<file path="src/rtl/sme_pkg.sv">
// Shared types for the SME ALU sequencer: opcodes, ALU control bit positions
// and the sequencer state encoding.
package sme_pkg;

   typedef enum logic [3:0] {
      OP_XOR    = 4'h0,
      OP_AND    = 4'h1,
      OP_OR     = 4'h2,
      OP_XNOR   = 4'h3,
      OP_ANDN   = 4'h4,
      OP_ORN    = 4'h5,
      OP_SLL    = 4'h6,
      OP_SRL    = 4'h7,
      OP_ROR    = 4'h8,
      OP_ROL    = 4'h9,
      OP_ADD    = 4'hA,
      OP_SUB    = 4'hB,
      OP_MASK   = 4'hC,
      OP_UNMASK = 4'hD,
      OP_REMASK = 4'hE,
      OP_ILL    = 4'hF
   } sme_op_t;

   localparam int ALU_OP_W   = 13;
   localparam int ALU_XOR    = 0;
   localparam int ALU_AND    = 1;
   localparam int ALU_OR     = 2;
   localparam int ALU_NOTRS2 = 3;
   localparam int ALU_SHIFT  = 4;
   localparam int ALU_ROTATE = 5;
   localparam int ALU_LEFT   = 6;
   localparam int ALU_RIGHT  = 7;
   localparam int ALU_ADD    = 8;
   localparam int ALU_SUB    = 9;
   localparam int ALU_MASK   = 10;
   localparam int ALU_UNMASK = 11;
   localparam int ALU_REMASK = 12;

   // Watchdog counter width; TMO must fit in it.
   localparam int CNT_W = 4;

   typedef enum logic [1:0] {
      ST_IDLE = 2'd0,
      ST_READ = 2'd1,
      ST_EXEC = 2'd2,
      ST_WB   = 2'd3
   } sme_state_t;

endpackage

</file>
<file path="src/rtl/sme_op_decode.sv">
// Combinational opcode decoder: maps an SME opcode onto the ALU control
// vector and flags opcodes the ALU cannot execute.
module sme_op_decode
   import sme_pkg::*;
(
   input  logic [3:0]          op_i,
   output logic [ALU_OP_W-1:0] alu_op_o,
   output logic                illegal_o
);

   always_comb begin
      alu_op_o  = '0;
      illegal_o = 1'b0;
      case (sme_op_t'(op_i))
         OP_XOR:    alu_op_o[ALU_XOR] = 1'b1;
         OP_AND:    alu_op_o[ALU_AND] = 1'b1;
         OP_OR:     alu_op_o[ALU_OR]  = 1'b1;
         OP_XNOR: begin
            alu_op_o[ALU_XOR]    = 1'b1;
            alu_op_o[ALU_NOTRS2] = 1'b1;
         end
         OP_ANDN: begin
            alu_op_o[ALU_AND]    = 1'b1;
            alu_op_o[ALU_NOTRS2] = 1'b1;
         end
         OP_ORN: begin
            alu_op_o[ALU_OR]     = 1'b1;
            alu_op_o[ALU_NOTRS2] = 1'b1;
         end
         OP_SLL: begin
            alu_op_o[ALU_SHIFT] = 1'b1;
            alu_op_o[ALU_LEFT]  = 1'b1;
         end
         OP_SRL: begin
            alu_op_o[ALU_SHIFT] = 1'b1;
            alu_op_o[ALU_RIGHT] = 1'b1;
         end
         OP_ROR: begin
            alu_op_o[ALU_ROTATE] = 1'b1;
            alu_op_o[ALU_RIGHT]  = 1'b1;
         end
         OP_ROL: begin
            alu_op_o[ALU_ROTATE] = 1'b1;
            alu_op_o[ALU_LEFT]   = 1'b1;
         end
         OP_ADD:    alu_op_o[ALU_ADD]    = 1'b1;
         OP_SUB:    alu_op_o[ALU_SUB]    = 1'b1;
         OP_MASK:   alu_op_o[ALU_MASK]   = 1'b1;
         OP_UNMASK: alu_op_o[ALU_UNMASK] = 1'b1;
         OP_REMASK: alu_op_o[ALU_REMASK] = 1'b1;
         default:   illegal_o = 1'b1;
      endcase
   end

endmodule

</file>
<file path="src/rtl/sme_alu_seq.sv">
// Core-side sequencer for the masked SME ALU: register read, ALU request
// handshake with watchdog, share write-back, flush and illegal-op reporting.
module sme_alu_seq
   import sme_pkg::*;
#(
   parameter int XLEN = 32,
   parameter int SMAX = 4,
   parameter int NREG = 16,
   parameter int TMO  = 15,
   localparam int AW  = $clog2(NREG),
   localparam int SW  = SMAX * XLEN
) (
   input  logic                g_clk,
   input  logic                g_reset,
   input  logic                flush,

   input  logic                cpu_valid,
   output logic                cpu_ready,
   input  logic [3:0]          cpu_op,
   input  logic [AW-1:0]       cpu_rs1,
   input  logic [AW-1:0]       cpu_rs2,
   input  logic [AW-1:0]       cpu_rd,
   input  logic [4:0]          cpu_shamt,

   output logic                rf_ren,
   output logic [AW-1:0]       rf_raddr1,
   output logic [AW-1:0]       rf_raddr2,
   input  logic [SW-1:0]       rf_rdata1,
   input  logic [SW-1:0]       rf_rdata2,
   output logic                rf_wen,
   output logic [AW-1:0]       rf_waddr,
   output logic [SW-1:0]       rf_wdata,

   output logic                alu_valid,
   input  logic                alu_ready,
   output logic [ALU_OP_W-1:0] alu_op,
   output logic [4:0]          alu_shamt,
   output logic [SW-1:0]       alu_rs1,
   output logic [SW-1:0]       alu_rs2,
   input  logic [SW-1:0]       alu_rd,

   output logic                done,
   output logic                err
);

   localparam logic [CNT_W-1:0] TMO_C = CNT_W'(TMO);

   sme_state_t           state_q,  state_d;
   sme_op_t              op_q,     op_d;
   logic [ALU_OP_W-1:0]  alu_op_q, alu_op_d;
   logic [AW-1:0]        rd_q,     rd_d;
   logic [4:0]           shamt_q,  shamt_d;
   logic [SW-1:0]        opa_q,    opa_d;
   logic [SW-1:0]        opb_q,    opb_d;
   logic [SW-1:0]        res_q,    res_d;
   logic [CNT_W-1:0]     cnt_q,    cnt_d;
   logic                 err_q,    err_d;

   logic [ALU_OP_W-1:0]  dec_alu_op;
   logic                 dec_illegal;

   sme_op_decode u_dec (
      .op_i      (cpu_op),
      .alu_op_o  (dec_alu_op),
      .illegal_o (dec_illegal)
   );

   always_ff @(posedge g_clk) begin
      if (g_reset) begin
         state_q  <= ST_IDLE;
         op_q     <= OP_XOR;
         alu_op_q <= '0;
         rd_q     <= '0;
         shamt_q  <= '0;
         opa_q    <= '0;
         opb_q    <= '0;
         res_q    <= '0;
         cnt_q    <= '0;
         err_q    <= 1'b0;
      end else begin
         state_q  <= state_d;
         op_q     <= op_d;
         alu_op_q <= alu_op_d;
         rd_q     <= rd_d;
         shamt_q  <= shamt_d;
         opa_q    <= opa_d;
         opb_q    <= opb_d;
         res_q    <= res_d;
         cnt_q    <= cnt_d;
         err_q    <= err_d;
      end
   end

   always_comb begin
      state_d   = state_q;
      op_d      = op_q;
      alu_op_d  = alu_op_q;
      rd_d      = rd_q;
      shamt_d   = shamt_q;
      opa_d     = opa_q;
      opb_d     = opb_q;
      res_d     = res_q;
      cnt_d     = cnt_q;
      err_d     = 1'b0;
      cpu_ready = 1'b0;
      rf_ren    = 1'b0;

      case (state_q)
         ST_IDLE: begin
            cpu_ready = !flush;
            if (cpu_valid && !flush) begin
               if (dec_illegal) begin
                  err_d = 1'b1;
               end else begin
                  rf_ren   = 1'b1;
                  op_d     = sme_op_t'(cpu_op);
                  alu_op_d = dec_alu_op;
                  rd_d     = cpu_rd;
                  shamt_d  = cpu_shamt;
                  state_d  = ST_READ;
               end
            end
         end
         ST_READ: begin
            opa_d   = rf_rdata1;
            opb_d   = rf_rdata2;
            cnt_d   = '0;
            state_d = ST_EXEC;
         end
         ST_EXEC: begin
            // A response in the last watchdog cycle still counts as success.
            if (alu_ready) begin
               res_d   = alu_rd;
               state_d = ST_WB;
            end else if (cnt_q == TMO_C) begin
               err_d   = 1'b1;
               state_d = ST_IDLE;
            end else begin
               cnt_d = cnt_q + CNT_W'(1);
            end
         end
         ST_WB: begin
            state_d = ST_IDLE;
         end
         default: begin
            state_d = ST_IDLE;
         end
      endcase

      if (flush) begin
         state_d = ST_IDLE;
         err_d   = 1'b0;
      end

      if (g_reset) begin
         cpu_ready = 1'b0;
         rf_ren    = 1'b0;
      end
   end

   assign rf_raddr1 = cpu_rs1;
   assign rf_raddr2 = cpu_rs2;

   assign alu_valid = (state_q == ST_EXEC);
   assign alu_op    = alu_op_q;
   assign alu_shamt = shamt_q;
   assign alu_rs1   = opa_q;
   assign alu_rs2   = opb_q;

   // r0 is never written, but the instruction still retires.
   assign done     = (state_q == ST_WB);
   assign rf_wen   = (state_q == ST_WB) && (rd_q != '0);
   assign rf_waddr = rd_q;
   assign err      = err_q;

   generate
      for (genvar gi = 0; gi < SMAX; gi++) begin : g_wb_share
         if (gi == 0) begin : g_keep
            assign rf_wdata[gi*XLEN +: XLEN] = res_q[gi*XLEN +: XLEN];
         end else begin : g_unmask
            assign rf_wdata[gi*XLEN +: XLEN] =
               (op_q == OP_UNMASK) ? '0 : res_q[gi*XLEN +: XLEN];
         end
      end
   endgenerate

endmodule

</file>
<file path="config.mk">
export PLATFORM = sky130hd
export DESIGN_NAME = sme_alu_seq
export DESIGN_NICKNAME = d
export VERILOG_FILES = /design/src/rtl/sme_pkg.sv /design/src/rtl/sme_op_decode.sv /design/src/rtl/sme_alu_seq.sv
export SDC_FILE = /design/constraint.sdc
export NUM_CORES = 1
export LEC_CHECK = 0
export BUFFER_PORTS_ARGS = -buffer_cell sky130_fd_sc_hd__clkbuf_2
export CELL_PAD_IN_SITES_DETAIL_PLACEMENT = 1
export CELL_PAD_IN_SITES_GLOBAL_PLACEMENT = 1
export CORE_AREA = 3 3 324 326
export CTS_BUF_LIST = sky130_fd_sc_hd__clkbuf_8
export DETAILED_ROUTE_END_ITERATION = 10
export DIE_AREA = 0 0 327 329
export HOLD_SLACK_MARGIN = 0.06
export MAX_ROUTING_LAYER = met4
export PLACE_DENSITY_LB_ADDON = 0.25
export SYNTH_ARGS = -nofsm -noshare
export SYNTH_HDL_FRONTEND = slang
export SYNTH_SLANG_ARGS = --single-unit
export TNS_END_PERCENT = 20
</file>
<file path="constraint.sdc">
create_clock -name g_clk -period 4.7 [get_ports g_clk]
set_clock_uncertainty 0.2 [all_clocks]
set_input_delay 0.47 -clock g_clk [delete_from_list [all_inputs] [get_ports g_clk]]
set_output_delay 0.47 -clock g_clk [all_outputs]
set_load 0.02 [all_outputs]
</file>
==> reports/metrics.csv <==
stage,metric,value,unit
outcome,status,"complete, no violations",
power,p_leak,11.7,nW
clock_tree,clock_latency,680,ps
synth,synth-async-reset-ratio,0,%
route,wl_met1,27800,µm
synth,avgSynthCellArea,9.31,µm²
route,wire_per_inst,16.6,µm
placed_design,gp_congestion,0.748,
power,combPwrFrac,12.2,%
critical_path,r2r.worst_path.cells,5,
critical_path,worst_ep_required_time,4030,ps
power,seq_power_share,42.9,%
synth,synth.area.top_cells,"dfxtp_1 (52%), mux2i_1 (16%), nand2_1 (6.8%)",
sta,tns,0,ps
sta,finalCriticalPeriod,3140,ps
clock_tree,cts.sinks,417,
critical_path,cp_max_fo,22,
synth,yosys_register_bits,417,
cells_and_area,multiInputGateArea,6590,µm²
sta,final.period_utilization,66.9,%
critical_path,worst-setup-path-type,reg -> out,
worst_hold_path,hp-class,reg -> reg,
global_routing,antenna_found_initial,6,
power,finalPower,8.58,mW
floorplanning,core_area,102000,µm²
critical_path,arrival,2470,ps
placed_design,io_buffer_count,813,
route,wl_met3,5730,µm
synth,synth_nets,2126,
worst_hold_path,min_to,res_q[114]$_SDFFE_PP0P_,
cells_and_area,fill_cells,12300,
power,switchingPower,2.29,mW
critical_path,r2r_end,alu_rs2[10]$_SDFFE_PP0N_,
power,peakVddDrop,0.215,mV
route,drt-total-wl,71700,µm
route,firstDrtPassIters,4,
floorplanning,die_height,329,µm
sta,tightest_slew,964,ps
floorplanning,die_area,108000,µm²
floorplanning,die_w,327,µm
clock_tree,cts_tree,done,
placed_design,post-dp-hpwl,50200,µm
clock_tree,cts-buffers-inserted,86,
run,drv_cap,0,
critical_path,slowest_stage,ha_1,
synth,ys_types,44,
sta,fmaxAchievable,318,MHz
synth,synth_most_common_cell,dfxtp_1,
route,drc_errors,0,
route,drt_iter0_drc,492,
route,top_layer,met4,
critical_path,r2r_slack,1930,ps
synth,synth_cells,1711,
placed_design,pre_cts_slack,2130,ps
global_routing,grt_pass1_vias,17700,
sta,finalHoldViolCount,0,
global_routing,grt_util_all_layers,13.2,%
critical_path,r2r-start,state_q[0]$_SDFFE_PP0P_,
clock_tree,clockBufferDepth,3,
clock_tree,cts.hold.buffers_added,429,
route,drtAntennaViolNets,0,
critical_path,critPathCaptureType,output port,
power,netSwitchingFraction,26.7,%
clock_tree,root_buffer,clkbuf_8,
global_routing,grt_max_degree,160,
synth,synthFlopType,dfxtp_1,
sta,finalMaxSlewViolations,0,
worst_hold_path,hp-start,res_q[114]$_SDFFE_PP0P_,
sta,timing.slew.headroom,35.8,%
synth,ys_seq_area_share,52.4,%
synth,yosys_warnings,0,
worst_hold_path,whs_path_depth,2,
floorplanning,ios,830,
synth,synth_top_area_share,52.4,%
cells_and_area,fin_nets,3309,
power,internal-power,6.29,mW
synth,syn-cell-area,15900,µm²
sta,setup_violations,0,
cells_and_area,layout-drive-gt1-share,32.6,%
clock_tree,postCtsSetupBuffers,0,
critical_path,cp_slowest_stage_delay,350,ps
global_routing,globalRoute.totalOverflow,0,
route,drt-vias-per-instance,3.74,
sta,setup_ws,1560,ps
clock_tree,h-tree-depth,3,
clock_tree,post_cts_resized,0,
route,wl_met2,35900,µm
placed_design,dp.cells,3745,
critical_path,cp_cell_sequence,inv_1 > ha_1 > nand3b_4 > nand2b_4 > nor2_1 > clkbuf_2,
global_routing,grt_pass1_wl,107000,µm
synth,synth_common_cells,"dfxtp_1 (417), nand2_1 (288), nor2_1 (277), mux2i_1 (258), a21oi_1 (146)",
cells_and_area,finish.utilization,26.4,%
sta,rsz0062_at_grt,false,
critical_path,critPathLaunchType,flip-flop,
synth,synth_area_leader_cell,dfxtp_1,
clock_tree,path_clk_slew,60,ps
floorplanning,initial_core_util,15.6,%
cells_and_area,final_cells,4331,
route,num_vias,16200,
cells_and_area,register_area,8350,µm²
power,clock_power_share,44.9,%
power,p_per_area,318,nW/µm²
synth,synth-edff-count,0,
cells_and_area,syn_to_final_growth,69.3,%
floorplanning,rows,117,
## state kept, by name, summed over array words and instances, names as in the netlist
register and count:
alu_rs1 128, alu_rs2 128, res_q 128, alu_op 13, alu_shamt 5, cnt_q 4, op_q 4, rf_waddr 4
state_q 2, err 1
## per-layer routing
metal | vias to the layer above | track usage [%]
li1 | 7928 | -
met1 | 7574 | 13.9
met2 | 566 | 22.9
met3 | 132 | 4.58
met4 | 0 | 4.50
met5 | - | -
## layout make-up
type / instances / area share [%]
timing repair buffer: 1256 / 31.8
inverter: 4 / 0.0557
clock inverter: 47 / 1.09
clock buffer: 102 / 5.20
sequential: 417 / 30.9
tap: 1368 / 6.34
multi-input combinational: 1129 / 24.4
antenna: 8 / 0.0742
## stage by stage
stage,hold WS (ps),area (µm²)
3_5_place_dp,244,21000
4_1_cts,224,27000
6_report,248,27000
3_3_place_gp,239,21000
2_1_floorplan,231,15900
5_1_grt,262,27000
## critical path, delay by kind of cell (launching register included)
kind / cells / cell delay [ps]
and+or+nand+nor: 3 / 760
adders and majority gates: 1 / 350
DFF: 1 / 340
buffers and inverters: 2 / 330
## power groups by stage
stage,Combinational [mW],Clock (mW),Sequential [mW]
floorplan,0.313,0,3.85
detailed placement,0.761,0,3.75
global route,1.14,4.22,3.69
global placement,0.760,0,3.75
CTS,1.06,4.07,3.68
finish,1.05,3.85,3.68
## logic make-up (layout without fill, tap and decap cells)
kind of cell	after synthesis	after routing	share of synthesized area, %
multiplexers	259	259	16.3
AO/OA/AOI/OAI	172	172	5.94
buffers and inverters	165	1409	6.38
AND/OR/NAND/NOR	691	691	18.5
other	0	8	0
adder cells (fa/ha/maj)	5	5	0.393
flip-flops	417	417	52.4
XOR/XNOR	2	2	0.110
## worst max-delay path by stage
stage	start	to	slack, ps	cells past startpoint
6_report	state_q[1]$_SDFFE_PP0P_	rf_ren	1560	6
5_1_grt	state_q[1]$_SDFFE_PP0P_	rf_ren	1320	6
4_1_cts	state_q[1]$_SDFFE_PP0P_	rf_ren	1450	6
3_5_place_dp	state_q[0]$_SDFFE_PP0P_	res_q[31]$_SDFFE_PP0P_	2130	6
3_3_place_gp	state_q[0]$_SDFFE_PP0P_	res_q[0]$_SDFFE_PP0P_	2170	6
2_1_floorplan	state_q[0]$_SDFFE_PP0P_	rf_ren	2620	6
## layout by cell type (no fill, tap or decap), types with 4 or more instances in the layout
| cell | netlist | final |
|---|---|---|
| a21oi_1 | 146 | 146 |
| a31oi_1 | 5 | 5 |
| and2_1 | 99 | 98 |
| buf_12 | 0 | 9 |
| buf_4 | 73 | 5 |
| clkbuf_2 | 0 | 812 |
| clkbuf_8 | 0 | 102 |
| clkinv_2 | 0 | 9 |
| dfxtp_1 | 417 | 417 |
| diode_2 | 0 | 8 |
| dlygate4sd3_1 | 0 | 429 |
| ha_1 | 5 | 4 |
| inv_1 | 4 | 33 |
| mux2i_1 | 258 | 258 |
| nand2_1 | 288 | 287 |
| nand3_1 | 4 | 4 |
| nor2_1 | 277 | 277 |
| nor3_1 | 5 | 5 |
Note: power is estimated with default switching activity, not from simulation.
